`src/rtl/booth_r4_pp_gen.sv`:
```
// Sequential radix-4 Booth encoder: takes one signed operand pair and streams
// W/2 one's-complement partial products plus negate bits over a valid/ready handshake.
module booth_r4_pp_gen #(
  parameter int unsigned W = 8,
  localparam int unsigned NPP = W / 2,
  localparam int unsigned IW = $clog2(W / 2)
) (
  input  logic          clk,
  input  logic          rst_n,
  input  logic          in_valid,
  output logic          in_ready,
  input  logic [W-1:0]  in_mcand,
  input  logic [W-1:0]  in_mplier,
  output logic          pp_valid,
  input  logic          pp_ready,
  output logic [W:0]    pp_data,
  output logic          pp_neg,
  output logic [IW-1:0] pp_idx,
  output logic          pp_last
);

  localparam logic [0:0] IDLE = 1'b0;
  localparam logic [0:0] EMIT = 1'b1;
  localparam logic [IW-1:0] LAST_IDX = IW'(NPP - 1);

  logic [0:0]    state_q, state_d;
  logic [W-1:0]  mcand_q, mcand_d;
  logic [W:0]    mplier_q, mplier_d;
  logic [IW-1:0] idx_q, idx_d;
  logic          pp_valid_q, pp_valid_d;
  logic [W:0]    pp_data_q, pp_data_d;
  logic          pp_neg_q, pp_neg_d;
  logic          pp_last_q, pp_last_d;
  logic          accept;
  logic          pp_fire;

  // Booth digit select; returns {neg, data}. Both zero triplets map to +0 so -0 never appears.
  function automatic logic [W+1:0] booth_dec(input logic [2:0] trip, input logic [W-1:0] a);
    logic [W:0] sa;
    logic [W:0] da;
    sa = {a[W-1], a};
    da = {a, 1'b0};
    case (trip)
      3'b001, 3'b010: booth_dec = {1'b0, sa};
      3'b011:         booth_dec = {1'b0, da};
      3'b100:         booth_dec = {1'b1, ~da};
      3'b101, 3'b110: booth_dec = {1'b1, ~sa};
      default:        booth_dec = '0;
    endcase
  endfunction

  // The only combinational input-to-output path: accept on the final beat to avoid a bubble.
  assign in_ready = rst_n & ((state_q == IDLE) |
                             ((state_q == EMIT) & pp_last_q & pp_ready));
  assign accept   = in_valid & in_ready;
  assign pp_fire  = pp_valid_q & pp_ready;

  // Next-state and registered-output decode
  always_comb begin
    state_d    = state_q;
    mcand_d    = mcand_q;
    mplier_d   = mplier_q;
    idx_d      = idx_q;
    pp_valid_d = 1'b0;
    pp_data_d  = '0;
    pp_neg_d   = 1'b0;
    pp_last_d  = 1'b0;

    case (state_q)
      IDLE: begin
        if (accept) begin
          mcand_d  = in_mcand;
          mplier_d = {in_mplier, 1'b0};
          idx_d    = '0;
          state_d  = EMIT;
        end
      end
      EMIT: begin
        if (pp_fire) begin
          if (pp_last_q) begin
            idx_d = '0;
            if (accept) begin
              mcand_d  = in_mcand;
              mplier_d = {in_mplier, 1'b0};
              state_d  = EMIT;
            end else begin
              state_d = IDLE;
            end
          end else begin
            idx_d    = idx_q + IW'(1);
            mplier_d = mplier_q >> 2;
          end
        end
      end
      default: begin
        state_d = IDLE;
        idx_d   = '0;
      end
    endcase

    if (state_d == EMIT) begin
      pp_valid_d             = 1'b1;
      {pp_neg_d, pp_data_d}  = booth_dec(mplier_d[2:0], mcand_d);
      pp_last_d              = (idx_d == LAST_IDX);
    end
  end

  always_ff @(posedge clk) begin
    if (!rst_n) begin
      state_q    <= IDLE;
      mcand_q    <= '0;
      mplier_q   <= '0;
      idx_q      <= '0;
      pp_valid_q <= 1'b0;
      pp_data_q  <= '0;
      pp_neg_q   <= 1'b0;
      pp_last_q  <= 1'b0;
    end else begin
      state_q    <= state_d;
      mcand_q    <= mcand_d;
      mplier_q   <= mplier_d;
      idx_q      <= idx_d;
      pp_valid_q <= pp_valid_d;
      pp_data_q  <= pp_data_d;
      pp_neg_q   <= pp_neg_d;
      pp_last_q  <= pp_last_d;
    end
  end

  assign pp_valid = pp_valid_q;
  assign pp_data  = pp_data_q;
  assign pp_neg   = pp_neg_q;
  assign pp_idx   = idx_q;
  assign pp_last  = pp_last_q;

endmodule

```
`config.mk`:
```
export PLATFORM = sky130hd
export DESIGN_NAME = booth_r4_pp_gen
export DESIGN_NICKNAME = d
export VERILOG_FILES = /design/src/rtl/booth_r4_pp_gen.sv
export SDC_FILE = /design/constraint.sdc
export NUM_CORES = 1
export LEC_CHECK = 0
export ABC_AREA = 1
export CORE_MARGIN = 10
export CORE_UTILIZATION = 25
export DETAILED_ROUTE_END_ITERATION = 16
export GPL_TIMING_DRIVEN = 0
export MAX_ROUTING_LAYER = met4
export PLACE_DENSITY = 0.48
export SLEW_MARGIN = 15
export SYNTH_ARGS = -nofsm -noshare
export SYNTH_HDL_FRONTEND = slang
export SYNTH_SLANG_ARGS = --single-unit
```
`constraint.sdc`:
```
create_clock -name clk -period 4.8 [get_ports clk]
set_input_delay 1.44 -clock clk [delete_from_list [all_inputs] [get_ports clk]]
set_output_delay 1.44 -clock clk [all_outputs]
set_load 0.03 [all_outputs]
```
==> metrics.log, run 1 <==
INFO  metric die_w = 101.6 microns
INFO  metric row_count = 29
INFO  metric design.die.area = 10330 sq um
INFO  metric grt_pass1_vias = 1675
INFO  metric post_synthesis_instance_area = 1665 sq um
INFO  metric synthCells = 237
INFO  metric cts_repair_resize_count = 0
INFO  metric core_region_area = 6422 sq um
INFO  metric most_used_cells_in_the_layout_excluding_fill_and_tap_cells = sky130_fd_sc_hd__nand2_1, sky130_fd_sc_hd__clkdlybuf4s50_1, sky130_fd_sc_hd__dfxtp_1
INFO  metric synth.top_cell.area_share = 37.27%
INFO  metric arrival_time_at_the_worst_endpoint = 3.04 ns
INFO  metric worst_hold_path_type = reg -> reg
INFO  metric power.leakage = 0.9707 nW
INFO  metric filler_cell_count = 706
INFO  metric p_total = 0.5944 mW
INFO  metric average_detailed_routed_wire_length_per_instance = 13.12 microns
INFO  metric detail_route.iter0.violations = 59
INFO  metric cts_tree = done
INFO  metric run_status = finished clean
INFO  metric viasPerCell = 4.605
INFO  metric power.density = 273.3 nW/um^2
INFO  metric path_class = in -> out
INFO  metric grt.total_usage = 9.879%
INFO  metric clockRootBuffer = sky130_fd_sc_hd__clkbuf_8
INFO  metric timing.fmax = 223.3 MHz
INFO  metric drc = 0
INFO  metric slew-limit-headroom = 60.69%
INFO  metric areaGrowthSynthToFinish = 30.58%
INFO  metric rsz0062_at_grt = false
INFO  metric cts-root-to-sink-buffers = 2
INFO  metric starting_density = 25.93%
INFO  metric capturing_element_type_of_the_critical_path = output port
INFO  metric synth.yosys.warnings = 0
INFO  metric finalSetupTns = 0 ns
INFO  metric final_period_minus_worst_setup_slack = 4.478 ns
INFO  metric die_height = 101.6 microns
INFO  metric multi_input_area = 875.8 sq um
INFO  metric io_pins = 35
INFO  metric cp_max_fo = 5
INFO  metric seq_area_frac_synth = 37.27%
INFO  metric yosys_register_bits = 31
INFO  metric clock_h_tree_levels = 2
INFO  metric slew_violations = 0
INFO  metric layout.core_utilization = 33.86%
INFO  metric wl = 4.643 mm
INFO  metric detailedRoute.firstPassIterationCount = 4
INFO  metric period_share = 93.29%
INFO  metric cts.sinks = 31
INFO  metric holdBufCountCts = 0
INFO  metric total_vias_in_the_final_route = 1630
INFO  metric fin_hold_ws = 0.4635 ns
INFO  metric layout.cells.most_common = sky130_fd_sc_hd__nand2_1
INFO  metric critical_path_required = 3.36 ns
INFO  metric antenna_violation_net_count_after_detailed_routing = 0
INFO  metric report.final.setup_viol = 0
INFO  metric grt_first_pass_wirelength = 7.879 mm
INFO  metric detailedPlacementHpwl = 3.532 mm
INFO  metric drv_cap = 0
INFO  metric synth_area_per_cell = 7.027 sq um
INFO  metric number_of_buffers_inserted_by_post_cts_setup_repair = 0
INFO  metric worstSetupStartpointType = input port
INFO  metric synth_cell_types = 28
INFO  metric place.port_buffers = 34
INFO  metric final_instance_count_without_filler_cells = 354
INFO  metric drive_gt1_share = 16.25%
INFO  metric number_of_antenna_violations_at_the_first_check_in_global_routing = 0
INFO  metric finalWeightedCongestion = 0.8548
INFO  metric mappedNetlistNets = 257
INFO  metric grt.overflow.total = 0
INFO  metric cts_buffers = 5
INFO  metric ff_latch_area = 620.6 sq um
INFO  metric netlist_top_cells_area = sky130_fd_sc_hd__dfxtp_1, sky130_fd_sc_hd__nand2_1, sky130_fd_sc_hd__inv_1, sky130_fd_sc_hd__nor2_1, sky130_fd_sc_hd__nand4_1
INFO  metric power.ir.vdd_worst = 0.07736 mV
INFO  metric worst_slew_pin_slew = 0.5897 ns
INFO  metric synth_area_leader_cell = sky130_fd_sc_hd__dfxtp_1
INFO  metric worst_setup_hold_path_clk_slew = 0.06 ns
INFO  metric clk-insertion-delay-late = 0.28 ns
INFO  metric timing_hold_violations_final = 0
INFO  metric antenna-diode-count = 0
INFO  metric placed_cells_incl_taps = 348
INFO  metric num-nets-final = 298
INFO  metric grt_max_degree = 11
INFO  metric worst_clock_skew = 0.003271 ns
critical path: stages:
cell                              delay (ns)
sky130_fd_sc_hd__clkdlybuf4s50_1        0.60
sky130_fd_sc_hd__inv_2                  0.09
sky130_fd_sc_hd__nor2_2                 0.19
sky130_fd_sc_hd__clkdlybuf4s50_1        0.71
cell usage after synthesis, drive strengths merged:
cell type / n
nand2: 74
nor2: 28
inv: 34
o211ai: 1
o21ai: 11
clkbuf: 1
a221oi: 1
clkinv: 1
nand3: 19
nor3: 2
or2: 1
a21oi: 12
nand4: 13
dfxtp: 31
a31oi: 4
buf: 4
stage by stage:
| stage | worst slack, ns | cell area [sq um] |
|---|---|---|
| after global routing | 0.2307 | 2175 |
| after floorplan | 1.509 | 1665 |
| final | 0.3220 | 2175 |
| after detailed placement | 0.3130 | 2102 |
| after CTS | 0.3032 | 2175 |
| after global placement | 0.3199 | 2102 |
power breakdown:
part	total, mW	switching [mW]	internal [mW]	leakage, nW
clock	0.186	0.0900	0.0964	0.0371
combinational	0.134	0.0822	0.0520	0.681
sequential	0.274	0.00474	0.269	0.253
total	0.594	0.177	0.417	0.971
sequential cells by signal, indices dropped and copies added, names as in the netlist:
signal / count
mplier_q: 9
pp_idx: 2
state_q: 1
pp_data: 9
pp_neg: 1
mcand_q: 8
pp_last: 1
metal layers:
metal / part of all wire, % / GRT usage [%] / vias up
met4: 1.8 / 4.290 / 0
met5: 0 / - / -
met2: 48 / 16.85 / 36
met3: 4.0 / 2.587 / 5
li1: - / - / 843
met1: 46 / 10.57 / 746
final timing paths:
path | start | endpoint | slack, ns | cells past startpoint
max | rst_n | in_ready | 0.32 | 4
min | mplier_q[7] | mplier_q[7] | 0.46 | 2
max reg2reg | state_q | pp_data[3] | 2.86 | 11
min reg2reg | mplier_q[7] | mplier_q[7] | 0.46 | 2
cell families (layout without fill, tap and decap cells):
logic type	count (synthesis)	after routing	synth area share, %
and+or+nand+nor	137	137	41.02
buffers and inverters	40	80	10.14
DFF	31	31	37.27
AOI/OAI and AO/OA	29	29	11.57
final cells by class:
class / instances / share of cell area [%]
Multi-Input combinational cell: 166 / 40.28
Tap cell: 77 / 4.430
Buffer: 5 / 1.726
Clock buffer: 6 / 3.337
Sequential cell: 31 / 28.54
Timing Repair Buffer: 34 / 15.65
Inverter: 35 / 6.041
Note: power is estimated with default switching activity, not from simulation.
==> run 2, diff against run 1 <==
--- a/config.mk
+++ b/config.mk
@@ -6,6 +6,7 @@
 export NUM_CORES = 1
 export LEC_CHECK = 0
 export ABC_AREA = 1
+export CAP_MARGIN = 15
 export CORE_MARGIN = 10
 export CORE_UTILIZATION = 25
 export DETAILED_ROUTE_END_ITERATION = 16
==> results of run 2 <==
The final DEF is identical to that of run 1; final timing and power are the same.
==> run 3, diff against run 2 <==
--- a/config.mk
+++ b/config.mk
@@ -7,9 +7,10 @@
 export LEC_CHECK = 0
 export ABC_AREA = 1
 export CAP_MARGIN = 15
-export CORE_MARGIN = 10
+export CORE_MARGIN = 3
 export CORE_UTILIZATION = 25
 export DETAILED_ROUTE_END_ITERATION = 16
+export GPL_ROUTABILITY_DRIVEN = 1
 export GPL_TIMING_DRIVEN = 0
 export MAX_ROUTING_LAYER = met4
 export PLACE_DENSITY = 0.48
==> run 3 against run 2 <==
  * Sequential share of layout area down 0.36 points
  * Via count down 2.9%
  * Clock power up 22%
  * Largest cell class unchanged
  * Largest power group unchanged
  * Worst hold slack worse by 0.0011 ns
==> metrics.log, run 3 (same netlist as run 1, synthesis figures left out) <==
INFO  metric run_status = finished clean
INFO  metric drv_cap = 0
INFO  metric worstSetupStartpointType = input port
INFO  metric filler_cell_count = 690
INFO  metric clk-insertion-delay-late = 0.28 ns
INFO  metric critical_path.top_delay_family = buffers and inverters
INFO  metric worst_slew_pin_slew = 0.5352 ns
INFO  metric worst_clock_skew = 0.005437 ns
INFO  metric number_of_buffers_inserted_by_post_cts_setup_repair = 0
INFO  metric num-nets-final = 298
INFO  metric finalSetupTns = 0 ns
INFO  metric power.density = 287.7 nW/um^2
INFO  metric holdBufCountCts = 0
INFO  metric capturing_element_type_of_the_critical_path = output port
INFO  metric worstPathCellList = clkdlybuf4s50_1 -> inv_2 -> nor2_2 -> clkdlybuf4s50_1
INFO  metric cts.sinks = 31
INFO  metric die_w = 87.62 microns
INFO  metric rr_startpoint = state_q
INFO  metric viasPerCell = 4.447
INFO  metric average_detailed_routed_wire_length_per_instance = 12.20 microns
INFO  metric worst_hold_path_type = reg -> reg
INFO  metric number_of_antenna_violations_at_the_first_check_in_global_routing = 0
INFO  metric layout.cells.most_common = sky130_fd_sc_hd__nand2_1
INFO  metric antenna_violation_net_count_after_detailed_routing = 0
INFO  metric design.die.area = 7676 sq um
INFO  metric p_total = 0.6336 mW
INFO  metric most_used_cells_in_the_layout_excluding_fill_and_tap_cells = sky130_fd_sc_hd__nand2_1, sky130_fd_sc_hd__clkdlybuf4s50_1, sky130_fd_sc_hd__dfxtp_1
INFO  metric worst-path-buf-inv = 3
INFO  metric slew-limit-headroom = 64.32%
INFO  metric report.final.setup_viol = 0
INFO  metric grt.total_usage = 13.10%
INFO  metric placement.cell_area = 2102 sq um
INFO  metric critical_path.most_common_cell = sky130_fd_sc_hd__clkdlybuf4s50_1
INFO  metric areaGrowthSynthToFinish = 32.23%
INFO  metric timing.fmax = 225.8 MHz
INFO  metric timing_hold_violations_final = 0
INFO  metric clock_h_tree_levels = 2
INFO  metric wl = 4.344 mm
INFO  metric cts_tree = done
INFO  metric period_share = 92.26%
INFO  metric slew_violations = 0
INFO  metric io_pins = 35
INFO  metric timing.critical_path.slowest_stage_cell = sky130_fd_sc_hd__clkdlybuf4s50_1
INFO  metric cpPeakStageDelay = 0.70 ns
INFO  metric final_period_minus_worst_setup_slack = 4.429 ns
INFO  metric detailedRoute.firstPassIterationCount = 5
INFO  metric cts_buffers = 5
INFO  metric grt_max_degree = 11
INFO  metric rsz0062_at_grt = false
INFO  metric cp_max_fo = 5
INFO  metric grt_pass1_vias = 1523
INFO  metric path_class = in -> out
INFO  metric place.port_buffers = 34
INFO  metric clockRootBuffer = sky130_fd_sc_hd__clkbuf_8
INFO  metric total_vias_in_the_final_route = 1583
INFO  metric drc = 0
INFO  metric grt.overflow.total = 0
INFO  metric timing.rr.end = pp_data[6]
INFO  metric power.ir.vdd_worst = 0.08767 mV
INFO  metric cp_endpoint = in_ready
INFO  metric detail_route.iter0.violations = 96
INFO  metric ff_latch_area = 620.6 sq um
INFO  metric row_count = 29
INFO  metric multi_input_area = 875.8 sq um
INFO  metric worst_setup_hold_path_clk_slew = 0.06 ns
INFO  metric grt_first_pass_wirelength = 7.452 mm
INFO  metric critical_path.startpoint = rst_n
INFO  metric detailedPlacementHpwl = 3.286 mm
INFO  metric starting_density = 26.08%
INFO  metric cts_repair_resize_count = 0
INFO  metric critical_path_required = 3.36 ns
INFO  metric antenna-diode-count = 0
INFO  metric drive_gt1_share = 16.85%
INFO  metric finalWeightedCongestion = 0.8183
INFO  metric r2r_setup_slack = 2.93 ns
INFO  metric timing.hold.worst.start = mplier_q[7]
INFO  metric stdcell_area = 2202 sq um
INFO  metric cts-root-to-sink-buffers = 2
INFO  metric power.leakage = 0.9851 nW
INFO  metric worst-r2r-cell-count = 12
INFO  metric cp_num_cells = 4
INFO  metric die_height = 87.62 microns
INFO  metric arrival_time_at_the_worst_endpoint = 2.99 ns
INFO  metric core_region_area = 6386 sq um
==> run 3: worst min path at each step <==
stage | to | cells past startpoint
after CTS | mplier_q[7] | 2
after global placement | mplier_q[7] | 2
after detailed placement | mplier_q[7] | 2
after global routing | mplier_q[7] | 2
final | mplier_q[7] | 2
after floorplan | mplier_q[7] | 2
==> run 3: tightest hold or removal path, stage by stage, from the launching register on <==
cell	delay, ns
sky130_fd_sc_hd__dfxtp_1	0.31
sky130_fd_sc_hd__nand2_1	0.06
sky130_fd_sc_hd__a21oi_1	0.05
==> run 3: layout make-up <==
type	instances	share of cell area, %
buffer	5	1.705
clock buffer	8	4.545
inverter	35	5.966
multi-input combinational	166	39.77
sequential	31	28.18
tap	77	4.375
timing repair buffer	34	15.45
==> run 3: power breakdown <==
part           internal (mW)  leakage (nW)  switching [mW]
combinational         0.0520         0.681          0.0814
sequential             0.269         0.253         0.00481
clock                  0.131        0.0515          0.0957
==> run 3: layer usage <==
layer  GRT usage (%)  vias to the layer above  routed length, microns
met5               -                        -                       0
met4           4.742                        0                      57
met3           3.669                        4                     225
met2           19.86                       41                    2043
met1           16.60                      691                    2018
li1                -                      847                       -
==> run 3: per-stage QoR <==
step / setup slack (ns) / cells / hold slack (ns) / utilization (%)
after floorplan: 1.509 / 237 / 0.4402 / -
after global placement: 0.3492 / 348 / 0.4540 / 32.92
after detailed placement: 0.3544 / 348 / 0.4523 / 32.92
after CTS: 0.3539 / 356 / 0.4626 / 34.48
after global routing: 0.2798 / 356 / 0.4806 / 34.48
final: 0.3713 / 356 / 0.4623 / 34.48
==> edit: new RTL, config.mk and constraints of run 2 <==
The parameter `W` goes from 8 to 16.
--- a/src/rtl/booth_r4_pp_gen.sv
+++ b/src/rtl/booth_r4_pp_gen.sv
@@ -1,7 +1,7 @@
 // Sequential radix-4 Booth encoder: takes one signed operand pair and streams
 // W/2 one's-complement partial products plus negate bits over a valid/ready handshake.
 module booth_r4_pp_gen #(
-  parameter int unsigned W = 8,
+  parameter int unsigned W = 16,
   localparam int unsigned NPP = W / 2,
   localparam int unsigned IW = $clog2(W / 2)
 ) (
Ports: changed (resized in_mcand, in_mplier, pp_data and pp_idx); port bits go from 35 to 60. The function was not compared with the original's and may differ.
==> edit against run 2 <==
  * Power grew 90%
  * Count of clock-buffer cells in the layout shrank 1
  * Synthesized cell count up 75%
  * Routed wire length grew 86%
  * Combinational power rose by 63%
  * Global-route usage rose by 1.0 points
  * Worst setup slack better by 0.0094 ns
  * Clock power up 120%
  * Sequential cell count increased by 25
  * Design area rose by 72%
  * Worst hold slack better by 0.018 ns
  * Via count rose by 74%
  * Non-clock buffer count grew 40
  * Synthesized area increased by 69%
  * Critical path type unchanged
  * Largest power group unchanged
==> edit: results (changes against run 2) <==
stage;metric;value;unit;change
place;Area after DPL;3570;µm²;+70%
sta;Least-Margin Pin Slew;0.658;ns;+0.0681 ns
grt;pin count of the biggest net entering global routing;18;;+7
pwr;highest ir drop seen on vdd;0.137;mV;+77%
status;run status;finished clean;;
drt;Post-Route WL;8640;µm;+86%
synthesis;Synthesized Nets;452;;+76%
critical_path;largest stage delay on the critical path;0.59;ns;-0.12 ns
critical_path;setup slack on the worst flop-to-flop path;2.71;ns;-0.15 ns
place;pre-CTS setup slack;-0.353;ns;-0.666 ns
place;routability cong.;0.823;;-3.7%
cts;Resized cells post-CTS;2;;+2
synthesis;synth cell count leaders;112 x sky130_fd_sc_hd__nand2_1, 58 x sky130_fd_sc_hd__inv_1, 56 x sky130_fd_sc_hd__dfxtp_1;;
synthesis;sequential element share of the synthesized area;0.399;;+0.0268
place;half-perimeter wire length after detailed placement;6170;µm;+75%
sta;setup skew after layout;0.00713;ns;+0.00385 ns
final_layout;fraction of final layout cells sized beyond drive strength 1;0.0873;;-0.0751
cts;CTS root buf;sky130_fd_sc_hd__clkbuf_16;;
critical_path;Critical Path AT;3.03;ns;about the same
synthesis;unique cell type count in the Yosys netlist;26;;-7.1%
drt;number of violations reported at the end of detailed-routing iteration 0;182;;+210%
critical_path;CP max FO;11;;+6
critical_path;reg2reg start;pp_last;;
final_layout;net count of the finished layout;517;;+73%
synthesis;top post-synthesis cells by area;sky130_fd_sc_hd__dfxtp_1 40%, sky130_fd_sc_hd__nand2_1 15%, sky130_fd_sc_hd__nand3_1 8.6%;;
drt;vias per std cell;4.56;;-0.92%
[edit: cell type report]
type | count | share of cell area
plain buffers | 20 | 0.0288
clock buffers | 5 | 0.0335
clock inverters | 3 | 0.0114
inverters | 60 | 0.0603
multi-input cells | 278 | 0.361
flip-flops and latches | 56 | 0.300
well taps | 140 | 0.0469
repair buffers | 59 | 0.158
[edit: cell families (layout without fill, tap and decap cells)]
kind of cell    Yosys count  count (layout)  share of synthesized area
compound gates           49              49                      0.103
fa+ha+maj                 1               1                    0.00446
flops                    56              56                      0.399
buf+inv                  81             147                      0.119
simple gates            228             228                      0.374
[edit: worst max-delay path by stage]
stage	start	slack, ns	end
2_1_floorplan	rst_n	1.07	in_ready
3_3_place_gp	rst_n	-0.36	in_ready
3_5_place_dp	rst_n	-0.35	in_ready
4_1_cts	rst_n	0.1	in_ready
5_1_grt	rst_n	0.22	in_ready
6_report	rst_n	0.33	in_ready
[edit: metrics by stage]
stage	TNS [ns]	util	hold WS [ns]	total power, mW	instances
final	0	0.342	0.481	1.13	621
after global placement	-0.364	0.327	0.466	0.724	614
after global routing	0	0.342	0.504	1.18	621
after floorplan	0	-	0.455	0.639	415
after detailed placement	-0.353	0.327	0.470	0.725	614
after CTS	0	0.342	0.482	1.14	622
[edit: per-layer routing]
| metal | vias to the layer above | global-route usage | wire, µm |
|---|---|---|---|
| li1 | 1458 | - | - |
| met1 | 1275 | 0.138 | 4150 |
| met2 | 91 | 0.173 | 3880 |
| met3 | 9 | 0.0231 | 484 |
| met4 | 0 | 0.0261 | 119 |
| met5 | - | - | 0 |
[edit: where the power goes]
group	internal [mW]	switching [mW]	total (mW)
Combinational	0.0861	0.133	0.219
Sequential	0.486	0.00809	0.494
Clock	0.246	0.169	0.415
